==> config.mk <==
export PLATFORM = sky130hd
export DESIGN_NAME = pixel_combinator
export DESIGN_NICKNAME = d
export VERILOG_FILES = /design/src/rtl/pixel_combinator.sv
export SDC_FILE = /design/constraint.sdc
export NUM_CORES = 1
export LEC_CHECK = 0
export BUFFER_PORTS_ARGS = -buffer_cell sky130_fd_sc_hd__buf_4
export CORE_AREA = 2 2 182 184
export CTS_CLUSTER_SIZE = 30
export DETAILED_ROUTE_END_ITERATION = 12
export DIE_AREA = 0 0 184 186
export GPL_TIMING_DRIVEN = 1
export SETUP_SLACK_MARGIN = 0.05
export SYNTH_ARGS = -nofsm -noshare
export SYNTH_HDL_FRONTEND = slang
export SYNTH_SLANG_ARGS = --single-unit
export TNS_END_PERCENT = 10
==> constraint.sdc <==
create_clock -name clk -period 4.3 [get_ports clk]
set_clock_uncertainty 0.1 [all_clocks]
set_input_delay 0.645 -clock clk [delete_from_list [all_inputs] [get_ports clk]]
set_output_delay 0.645 -clock clk [all_outputs]
set_load 0.005 [all_outputs]
==> src/rtl/pixel_combinator.sv <==
// pixel_combinator
//   Pulls pixels out of NUM_QUEUES engine queues in strict raster order.
//   Each cycle in SEARCH every queue head is compared against the expected
//   (x,y); the lowest-index match supplies the colour and every matching
//   queue is popped so duplicates are discarded. If no queue produces the
//   pixel within TIMEOUT cycles a black pixel is emitted instead and
//   fill_count is bumped.
// Ports
//   clk, reset            clock, asynchronous active-low reset
//   start                 begin a frame (sampled only in IDLE)
//   q_valid/q_xpixel/q_ypixel/q_colour   per-queue head, packed by slice
//   q_pop                 one-cycle pop strobe per queue
//   xpixel_check/ypixel_check            expected coordinates
//   out_valid/out_ready/out_colour/out_sof/out_eol   pixel stream
//   busy, done, fill_count                frame status

// Per-queue head comparator: full-width match against the expected pixel.
module pixel_combinator_lane #(
  parameter int DATA_WIDTH = 32
) (
  input  logic                  vld_i,
  input  logic [DATA_WIDTH-1:0] x_i,
  input  logic [DATA_WIDTH-1:0] y_i,
  input  logic [DATA_WIDTH-1:0] ex_x_i,
  input  logic [DATA_WIDTH-1:0] ex_y_i,
  output logic                  match_o
);
  assign match_o = vld_i && (x_i == ex_x_i) && (y_i == ex_y_i);
endmodule

module pixel_combinator #(
  parameter int NUM_QUEUES = 4,
  parameter int DATA_WIDTH = 32,
  parameter int RBG_SIZE   = 24,
  parameter int IMG_WIDTH  = 640,
  parameter int IMG_HEIGHT = 480,
  parameter int TIMEOUT    = 1024
) (
  input  logic                           clk,
  input  logic                           reset,
  input  logic                           start,
  input  logic [NUM_QUEUES-1:0]          q_valid,
  input  logic [NUM_QUEUES*DATA_WIDTH-1:0] q_xpixel,
  input  logic [NUM_QUEUES*DATA_WIDTH-1:0] q_ypixel,
  input  logic [NUM_QUEUES*RBG_SIZE-1:0] q_colour,
  output logic [NUM_QUEUES-1:0]          q_pop,
  output logic [DATA_WIDTH-1:0]          xpixel_check,
  output logic [DATA_WIDTH-1:0]          ypixel_check,
  output logic                           out_valid,
  input  logic                           out_ready,
  output logic [RBG_SIZE-1:0]            out_colour,
  output logic                           out_sof,
  output logic                           out_eol,
  output logic                           busy,
  output logic                           done,
  output logic [15:0]                    fill_count
);
  localparam int TW = $clog2(TIMEOUT + 1);

  typedef enum logic [1:0] {IDLE, SEARCH, EMIT, FINISH} state_t;

  state_t                state_q;
  logic [DATA_WIDTH-1:0] x_q, y_q;
  logic [TW-1:0]         stall_q;
  logic [15:0]           fill_q;
  logic [RBG_SIZE-1:0]   colour_q;
  logic                  valid_q, sof_q, eol_q, busy_q, done_q;

  logic [NUM_QUEUES-1:0] match;
  logic [RBG_SIZE-1:0]   sel_col;
  logic                  any_match, last_x, last_y, at_origin;

  for (genvar i = 0; i < NUM_QUEUES; i++) begin : g_lane
    pixel_combinator_lane #(.DATA_WIDTH(DATA_WIDTH)) u_lane (
      .vld_i   (q_valid[i]),
      .x_i     (q_xpixel[i*DATA_WIDTH +: DATA_WIDTH]),
      .y_i     (q_ypixel[i*DATA_WIDTH +: DATA_WIDTH]),
      .ex_x_i  (x_q),
      .ex_y_i  (y_q),
      .match_o (match[i])
    );
  end

  // Walk from the top down so the lowest-index match wins.
  always_comb begin
    sel_col = '0;
    for (int i = NUM_QUEUES - 1; i >= 0; i--)
      if (match[i]) sel_col = q_colour[i*RBG_SIZE +: RBG_SIZE];
  end

  assign any_match = |match;
  assign last_x    = (x_q == DATA_WIDTH'(IMG_WIDTH - 1));
  assign last_y    = (y_q == DATA_WIDTH'(IMG_HEIGHT - 1));
  assign at_origin = (x_q == '0) && (y_q == '0);

  // Pop is combinational so the matching queue is released in the same
  // cycle the match is seen; only SEARCH ever pops.
  assign q_pop        = (state_q == SEARCH) ? match : '0;
  assign xpixel_check = x_q;
  assign ypixel_check = y_q;
  assign out_valid    = valid_q;
  assign out_colour   = colour_q;
  assign out_sof      = sof_q;
  assign out_eol      = eol_q;
  assign busy         = busy_q;
  assign done         = done_q;
  assign fill_count   = fill_q;

  always_ff @(posedge clk or negedge reset) begin
    if (!reset) begin
      state_q  <= IDLE;
      x_q      <= '0;
      y_q      <= '0;
      stall_q  <= '0;
      fill_q   <= '0;
      colour_q <= '0;
      valid_q  <= 1'b0;
      sof_q    <= 1'b0;
      eol_q    <= 1'b0;
      busy_q   <= 1'b0;
      done_q   <= 1'b0;
    end else begin
      done_q <= 1'b0;
      case (state_q)
        IDLE: if (start) begin
          state_q <= SEARCH;
          x_q     <= '0;
          y_q     <= '0;
          fill_q  <= '0;
          busy_q  <= 1'b1;
        end
        SEARCH: begin
          if (any_match || (stall_q == TW'(TIMEOUT - 1))) begin
            // Either a real pixel or a black fill after the stall limit.
            colour_q <= any_match ? sel_col : '0;
            sof_q    <= at_origin;
            eol_q    <= last_x;
            valid_q  <= 1'b1;
            stall_q  <= '0;
            state_q  <= EMIT;
            if (!any_match && (fill_q != 16'hFFFF)) fill_q <= fill_q + 16'd1;
          end else begin
            stall_q <= stall_q + TW'(1);
          end
        end
        EMIT: if (out_ready) begin
          valid_q <= 1'b0;
          if (last_x) begin
            x_q <= '0;
            y_q <= y_q + DATA_WIDTH'(1);
          end else begin
            x_q <= x_q + DATA_WIDTH'(1);
          end
          if (last_x && last_y) begin
            state_q <= FINISH;
            busy_q  <= 1'b0;
            done_q  <= 1'b1;
          end else begin
            state_q <= SEARCH;
          end
        end
        FINISH: state_q <= IDLE;
        default: state_q <= IDLE;
      endcase
    end
  end
endmodule

### Word-level counts from Yosys, hierarchy flattened

Cells that the tools add are included.

| word-level totals | value |
|---|---|
| bits in registers | 122 |
| logic and storage cells | 96 |
| memories kept | 0 |
| bits in read-only memories | 0 |
| latch bits | 0 |
| RAM bits | 0 |

| operators by class | value |
|---|---|
| reductions and logical operators | 27 |
| shift operators | 0 |
| magnitude comparators | 0 |
| divide/modulo/power cells | 0 |
| muxes and demuxes | 33 |
| $add $sub $neg | 4 |
| equal/unequal tests | 21 |
| $mul | 0 |
| bitwise operators | 0 |

Operators by type and width:

| operator | number |
|---|---|
| $eq 32x32->1 | 8 |
| $mux 32 | 5 |
| $pmux 32 s2 | 2 |
| $mux 24 | 5 |
| $add 32x1->32 const B | 2 |
| $logic_not 32->1 | 2 |
| $mux 16 | 3 |
| $eq 32x10->1 const B | 1 |
| $eq 32x9->1 const B | 1 |
| $pmux 16 s2 | 1 |
| $add 16x1->16 const B | 1 |
| $ne 16x16->1 const B | 1 |
| $reduce_and 4->1 | 3 |
| $add 11x1->11 const B | 1 |
| $eq 11x10->1 const B | 1 |
| $logic_and 1x1->1 | 11 |
| $mux 11 | 1 |
| $reduce_and 3->1 | 3 |
| $mux 1 | 8 |
| $mux 2 | 4 |
| $ne 2x2->1 const B | 4 |
| $pmux 2 s4 | 1 |
| $reduce_bool 2->1 | 3 |
| $eq 2x2->1 const B | 2 |
| other kinds (9) | 11 |

### Logic depth before layout (Yosys ltp)

Gate-level depths: netlist (run 1).

| logic depth | value |
|---|---|
| word-level depth | 9 |
| mapped depth | 11 |
| mapped depth without buffers | 8 |

### Cells and area by module

Synthesis (run 1) repeated with hierarchy kept, for this count alone.

| second synthesis, totals | value |
|---|---|
| cell total of the unflattened synthesis | 1269 |
| area, all modules | 10229.8 µm² |

By module, submodules not included:

| module | times used | area an instance (µm²) | cells each | seq. area each (µm²) |
|---|---|---|---|---|
| pixel_combinator | 1 | 7041.8 | 829 | 3052.9 |
| pixel_combinator_lane | 4 | 797.0 | 110 | 0.0 |

### Least setup slack after synthesis (run 1)

No wires, ideal clock.

| path | value |
|---|---|
| kind | input to output |
| from | input q_xpixel[6] |
| to | output q_pop[0] |
| arrival time | 2.524 ns |
| buffers on the path | 1 |
| path slack | 1.031 ns |
| cell stages on the path | 6 |
| data required time | 3.555 ns |
| cells stage by stage | a22o_1 or4_1 or4_1 or2_2 nor2_2 buf_2 |

| between the ends | value |
|---|---|
| word-level cells in the longest chain between the ends | 4 |

RTL lines:

| item | line | text |
|---|---|---|
| start, declared | 43 | `input logic [NUM_QUEUES*DATA_WIDTH-1:0] q_xpixel,` |
| $eq 32x32->1 | 28 | `assign match_o = vld_i && (x_i == ex_x_i) && (y_i == ex_y_i);` |
| $logic_and 1x1->1 (2 in series) | 28 |  |
| $mux 4 | 98 | `assign q_pop = (state_q == SEARCH) ? match : '0;` |
| end, declared | 46 | `output logic [NUM_QUEUES-1:0] q_pop,` |

Every way passes these cells.

### Worst setup path after layout (run 1)

| path | value |
|---|---|
| from | register x_q[7], in the netlist xpixel_check[7] |
| to | output q_pop[2] |

| between the ends | value |
|---|---|
| word-level cells in the longest chain between the ends | 4 |

RTL lines:

| item | line | text |
|---|---|---|
| start, declared | 63 | `logic [DATA_WIDTH-1:0] x_q, y_q;` |
| start signal, assigned | 152 | `x_q <= x_q + DATA_WIDTH'(1);` |
| $eq 32x32->1 | 28 |  |
| $logic_and 1x1->1 (2 in series) | 28 |  |
| $mux 4 | 98 |  |

Every way passes these cells.

==> flow_summary.toml, run 1 <==
[timing]
hold_violations = 0
setup_viol_count_final = 0
relSlewSlack_pct = 33.6
setup_slack_ns = 0.173
slew_viol_final = 0
min_period_ns = 4.13
rsz0062_at_grt = "false"
period_share_pct = 96.0
max_clock_freq_mhz = 242
worst_pin_slew_ns = 0.996
finalSetupTns_ns = 0

[synthesis]
synth_edf_count = 0
synth_simple_gate_area_share_pct = 25.2
synth_area_leader_cell = "dfrtp_1"
yosys_warnings = 0
synth_top_family_by_area = "simple AND/OR/NAND/NOR gates"
synth_area_um2 = 10100
synth_flop_cell = "dfrtp_1"
synthAdderAreaFrac_pct = 0.745
synth.area.mux_share_pct = 0.620
syn_nets = 1604
synth.top_cells.by_count = "xnor2_1, dfrtp_1, xor2_1"
syn_area_per_cell_um2 = 8.14
ys_seq_elements = 122
yosysMostFrequentCell = "xnor2_1"
synth_cells = 1238
seq_area_frac_synth_pct = 30.3
synth_top_area_share_pct = 30.3
synth.area.top_cells = "dfrtp_1, xnor2_1, xor2_1"
async_reset_ff_share_pct = 100
yosys.cell_types.count = 62
synth-compound-area-share_pct = 13.3
synth-xor-area-share_pct = 22.8

[place]
dp_cells = 2069
gp_congestion = 0.993
post-dp-hpwl_um = 42000
place.port_buffers = 472
pre_cts_ws_ns = 0.261

[critical_path]
r2r_cells = 10
r2r-end = "out_colour[10]"
crit_path_max_incr_delay_ns = 0.67
cp_common_cell = "buf_4"
arrival_ns = 3.38
r2r_start = "xpixel_check[7]"
end_kind = "output pin"
critPathMaxFanout = 5
path_buf_inv = 2
worstPathCellList = "buf_4 -> xor2_1 -> nor4_2 -> nand4_1 -> nor4_4 -> nand2_1 -> nor2_1 -> buf_4"
critPathSlowestCell = "dfrtp_1"
critPathTopFamily = "simple AND/OR/NAND/NOR gates"
criticalPathCategory = "reg2out"
startpoint_type = "register"
r2r_setup_slack_ns = 0.52
cp_data_required_time_ns = 3.56
cp.depth = 8

[clock_network]
cts_max_level = 4
cts_sinks = 122
clock-root-buffer = "clkbuf_16"
clk_pin_slew_ns = 0.07
clock_latency_ns = 0.43
cts_buffers = 17
clock_path_buffers = 2
hold_buffers = 0
cts_tree = "done"

[drt]
drtIter0Drc = 1350
routedWlPerCell_um = 24.9
drc = 0
wl_um = 52400
ant_nets = 0
vias = 11800
viasPerCell = 5.59
dr.pass1.iters = 10

[floorplan]
die_width_um = 184
initial_core_util_pct = 31.3
coreArea_um2 = 32200
io_pins = 473
rows = 66
dieHeight_um = 186
dieArea_um2 = 34200

[power_and_ir_drop]
vdd.ir_drop.worst_mv = 0.263
total_power_mw = 3.63
p_leak_nw = 6.64
p_per_area_nw_per_um2 = 247

[global_route]
grt_pass1_vias = 11100
grt_pass1_wl_um = 73200
grt_max_degree = 71
antenna_found_initial = 4
globalRouteTotalUtil_pct = 29.8
grt_overflow = 0

[cells_and_area]
drive_above_1_share_pct = 34.4
postLayoutCoreUtil_pct = 45.7
fin_cells = 2104
ff_latch_area_um2 = 3060
syn_to_final_growth_pct = 46.1
multi_input_area_um2 = 6350
n_fill_cell = 3222
nets = 2046

[outcome]
outcome = "finished, final reports clean"

[worst_hold_path]
hp-class = "in2async"

[run]
cap_violations = 0
## through the flow
stage	hold slack [ns]	instance area, µm²
2_1_floorplan	0.249	10100
3_3_place_gp	0.364	14200
3_5_place_dp	0.367	14200
4_1_cts	0.311	14700
5_1_grt	0.330	14700
6_report	0.283	14700
## layer usage
metal  global-route usage, %  share of wire, %  vias up  routed length (µm)
li1                        -                 -     5232                   -
met1                    40.2                42     5719               22200
met2                    45.1                44      717               23100
met3                    9.55                11       96                5690
met4                    9.25               2.7        2                1410
met5                       0             0.025        -                  13
## kinds of logic (layout without fill, tap and decap cells)
| group | after synthesis | after routing |
|---|---|---|
| muxes | 6 | 6 |
| AOI/OAI and AO/OA | 188 | 188 |
| buffers and inverters | 172 | 627 |
| DFF | 122 | 122 |
| other | 0 | 3 |
| and+or+nand+nor | 481 | 481 |
| adders and majority gates | 6 | 6 |
| xor gates and xnor gates | 263 | 263 |
## power breakdown
group	total (mW)	switching [mW]	internal [mW]	leakage, nW
Sequential	1.34	0.127	1.21	1.67
Combinational	0.905	0.435	0.470	4.71
Clock	1.39	0.629	0.760	0.265
## layout make-up
| cell class | instances | share of cell area, % |
|---|---|---|
| antenna | 3 | 0.0510 |
| multi-input combinational | 944 | 43.1 |
| clock inverter | 15 | 0.900 |
| sequential | 122 | 20.8 |
| tap | 408 | 3.47 |
| clock buffer | 17 | 2.89 |
| timing repair buffer | 529 | 27.1 |
| inverter | 66 | 1.68 |
## worst max path at each step
| stage | start | end | slack, ns |
|---|---|---|---|
| global placement | q_xpixel[95] | out_colour[10] | 0.26 |
| finish | xpixel_check[7] | q_pop[2] | 0.17 |
| floorplan | q_xpixel[6] | q_pop[0] | 1.03 |
| global route | xpixel_check[2] | q_pop[2] | 0.06 |
| detailed placement | q_xpixel[95] | out_colour[10] | 0.26 |
| CTS | xpixel_check[6] | q_pop[0] | 0.21 |
## state kept, by name, indices dropped and copies added, names as in the netlist, 2 cells and up
name,flops
fill_count,16
stall_q,11
out_colour,24
xpixel_check,32
state_q,2
ypixel_check,32
## repair_timing
action / 4_1_cts / 5_1_grt
setup buffers: 0 / 0
gates resized for setup: 2 / 1
setup endpoints to repair: 2 / 1
cloned: 0 / 0
## cells in the final DEF, fill, tap and decap left out, types with 26 or more instances in the layout
cell type / instances
nand2_1: 84
xor2_1: 115
buf_4: 527
o21ai_0: 41
dfrtp_1: 121
a21oi_1: 26
o211ai_1: 46
inv_1: 65
nand4_1: 43
nor4_1: 49
xnor2_1: 148
nand3_1: 95
nor2_1: 74
Power figures use the tool's default switching activity.
==> inputs of run 2 (changes only) <==
--- a/config.mk
+++ b/config.mk
@@ -11,6 +11,7 @@
 export DETAILED_ROUTE_END_ITERATION = 12
 export DIE_AREA = 0 0 184 186
 export GPL_TIMING_DRIVEN = 1
+export PLACE_DENSITY_LB_ADDON = 0.12
 export SETUP_SLACK_MARGIN = 0.05
 export SYNTH_ARGS = -nofsm -noshare
 export SYNTH_HDL_FRONTEND = slang
==> flow_summary.toml, run 2 (same netlist as run 1, synthesis figures left out) <==
[outcome]
outcome = "finished, final reports clean"

[critical_path]
arrival_ns = 3.38
r2r_cells = 11
critPathSlowestCell = "dfrtp_1"
path_buf_inv = 1
r2r_setup_slack_ns = 0.62
cp_data_required_time_ns = 3.56
r2r-end = "out_colour[12]"
critPathTopFamily = "simple AND/OR/NAND/NOR gates"
r2r_start = "ypixel_check[4]"
end_kind = "output pin"
cp_common_cell = "nand4_1"
crit_path_max_incr_delay_ns = 0.86
worstPathCellList = "xnor2_1 -> nand4_1 -> nor4_1 -> nand4_1 -> or2_2 -> nor2_2 -> buf_4"
startpoint_type = "register"
criticalPathCategory = "reg2out"
critPathMaxFanout = 8

[floorplan]
dieArea_um2 = 34200
rows = 66
io_pins = 473
initial_core_util_pct = 31.3
coreArea_um2 = 32200
die_width_um = 184
dieHeight_um = 186

[drt]
dr.pass1.iters = 5
drtIter0Drc = 1180
drc = 0
ant_nets = 0
viasPerCell = 5.52
routedWlPerCell_um = 25.2
wl_um = 52900
vias = 11600

[clock_network]
cts_resized = 0
hold_buffers = 0
cts_tree = "done"
clock_path_buffers = 2
postCtsSetupBuffers = 0
cts_sinks = 122
cts_buffers = 17
cts_max_level = 4
clock_latency_ns = 0.43
clk_pin_slew_ns = 0.06
clock-root-buffer = "clkbuf_16"

[timing]
setup_viol_count_final = 0
finalSetupTns_ns = 0
min_period_ns = 4.12
relSlewSlack_pct = 43.6
worst_pin_slew_ns = 0.847
slew_viol_final = 0
max_clock_freq_mhz = 243
period_share_pct = 95.8
hold_slack_ns = 0.121
rsz0062_at_grt = "false"
setup_slack_ns = 0.179
hold_violations = 0

[power_and_ir_drop]
p_per_area_nw_per_um2 = 249
total_power_mw = 3.66
vdd.ir_drop.worst_mv = 0.247
p_leak_nw = 6.63

[global_route]
grt_pass1_wl_um = 75300
globalRouteTotalUtil_pct = 30.5
grt_pass1_vias = 11200
grt_overflow = 0
grt_max_degree = 83
antenna_found_initial = 1

[cells_and_area]
fin_cells = 2099
final_cell_mix = "buf_4, xnor2_1, dfrtp_1"
drive_above_1_share_pct = 34.1
final_common_cell = "buf_4"
nets = 2043
syn_to_final_growth_pct = 45.9
n_fill_cell = 3250

[place]
place.port_buffers = 472
pre_cts_ws_ns = 0.512
dp_cells = 2066
post-dp-hpwl_um = 41900
gp_congestion = 0.943

[run]
cap_violations = 0

[worst_hold_path]
hp-class = "in2async"
-- run 2: worst max-delay path by stage --
stage	endpoint	slack (ns)	cells after the start	start
2_1_floorplan	q_pop[0]	1.03	6	q_xpixel[6]
4_1_cts	q_pop[2]	0.14	7	xpixel_check[7]
6_report	q_pop[0]	0.18	7	xpixel_check[7]
5_1_grt	q_pop[0]	0.13	7	xpixel_check[29]
3_5_place_dp	out_colour[13]	0.51	10	q_xpixel[95]
3_3_place_gp	out_colour[18]	0.51	10	q_xpixel[95]
-- run 2: through the flow --
stage / instance area [µm²] / util (%)
CTS: 14700 / 45.6
global placement: 14100 / 43.8
detailed placement: 14100 / 43.8
global route: 14700 / 45.7
finish: 14700 / 45.7
floorplan: 10100 / -
-- run 2: cell type report --
class / instances / area [µm²] / share of cell area, %
multi-input cells: 944 / 6350 / 43.2
repair buffers: 526 / 3960 / 26.9
flip-flops and latches: 122 / 3050 / 20.8
well taps: 408 / 510 / 3.47
clock buffers: 21 / 460 / 3.13
inverters: 66 / 248 / 1.68
clock inverters: 11 / 121 / 0.825
diodes: 1 / 2.50 / 0.0170
-- run 2: layer usage --
layer	share of wire (%)	up-vias	wire length [µm]	global-route usage, %
met5	0	-	0	0
met4	2.8	0	1490	9.31
met3	8.8	82	4650	6.48
met2	44	620	23400	46.8
met1	44	5649	23400	42.7
li1	-	5231	-	-
-- run 2: report_power, final --
group / internal, mW / total, mW / switching [mW] / leakage (nW)
sequential: 1.21 / 1.34 / 0.130 / 1.67
clock: 0.881 / 1.45 / 0.567 / 0.271
combinational: 0.463 / 0.873 / 0.410 / 4.69
total: 2.55 / 3.66 / 1.11 / 6.63
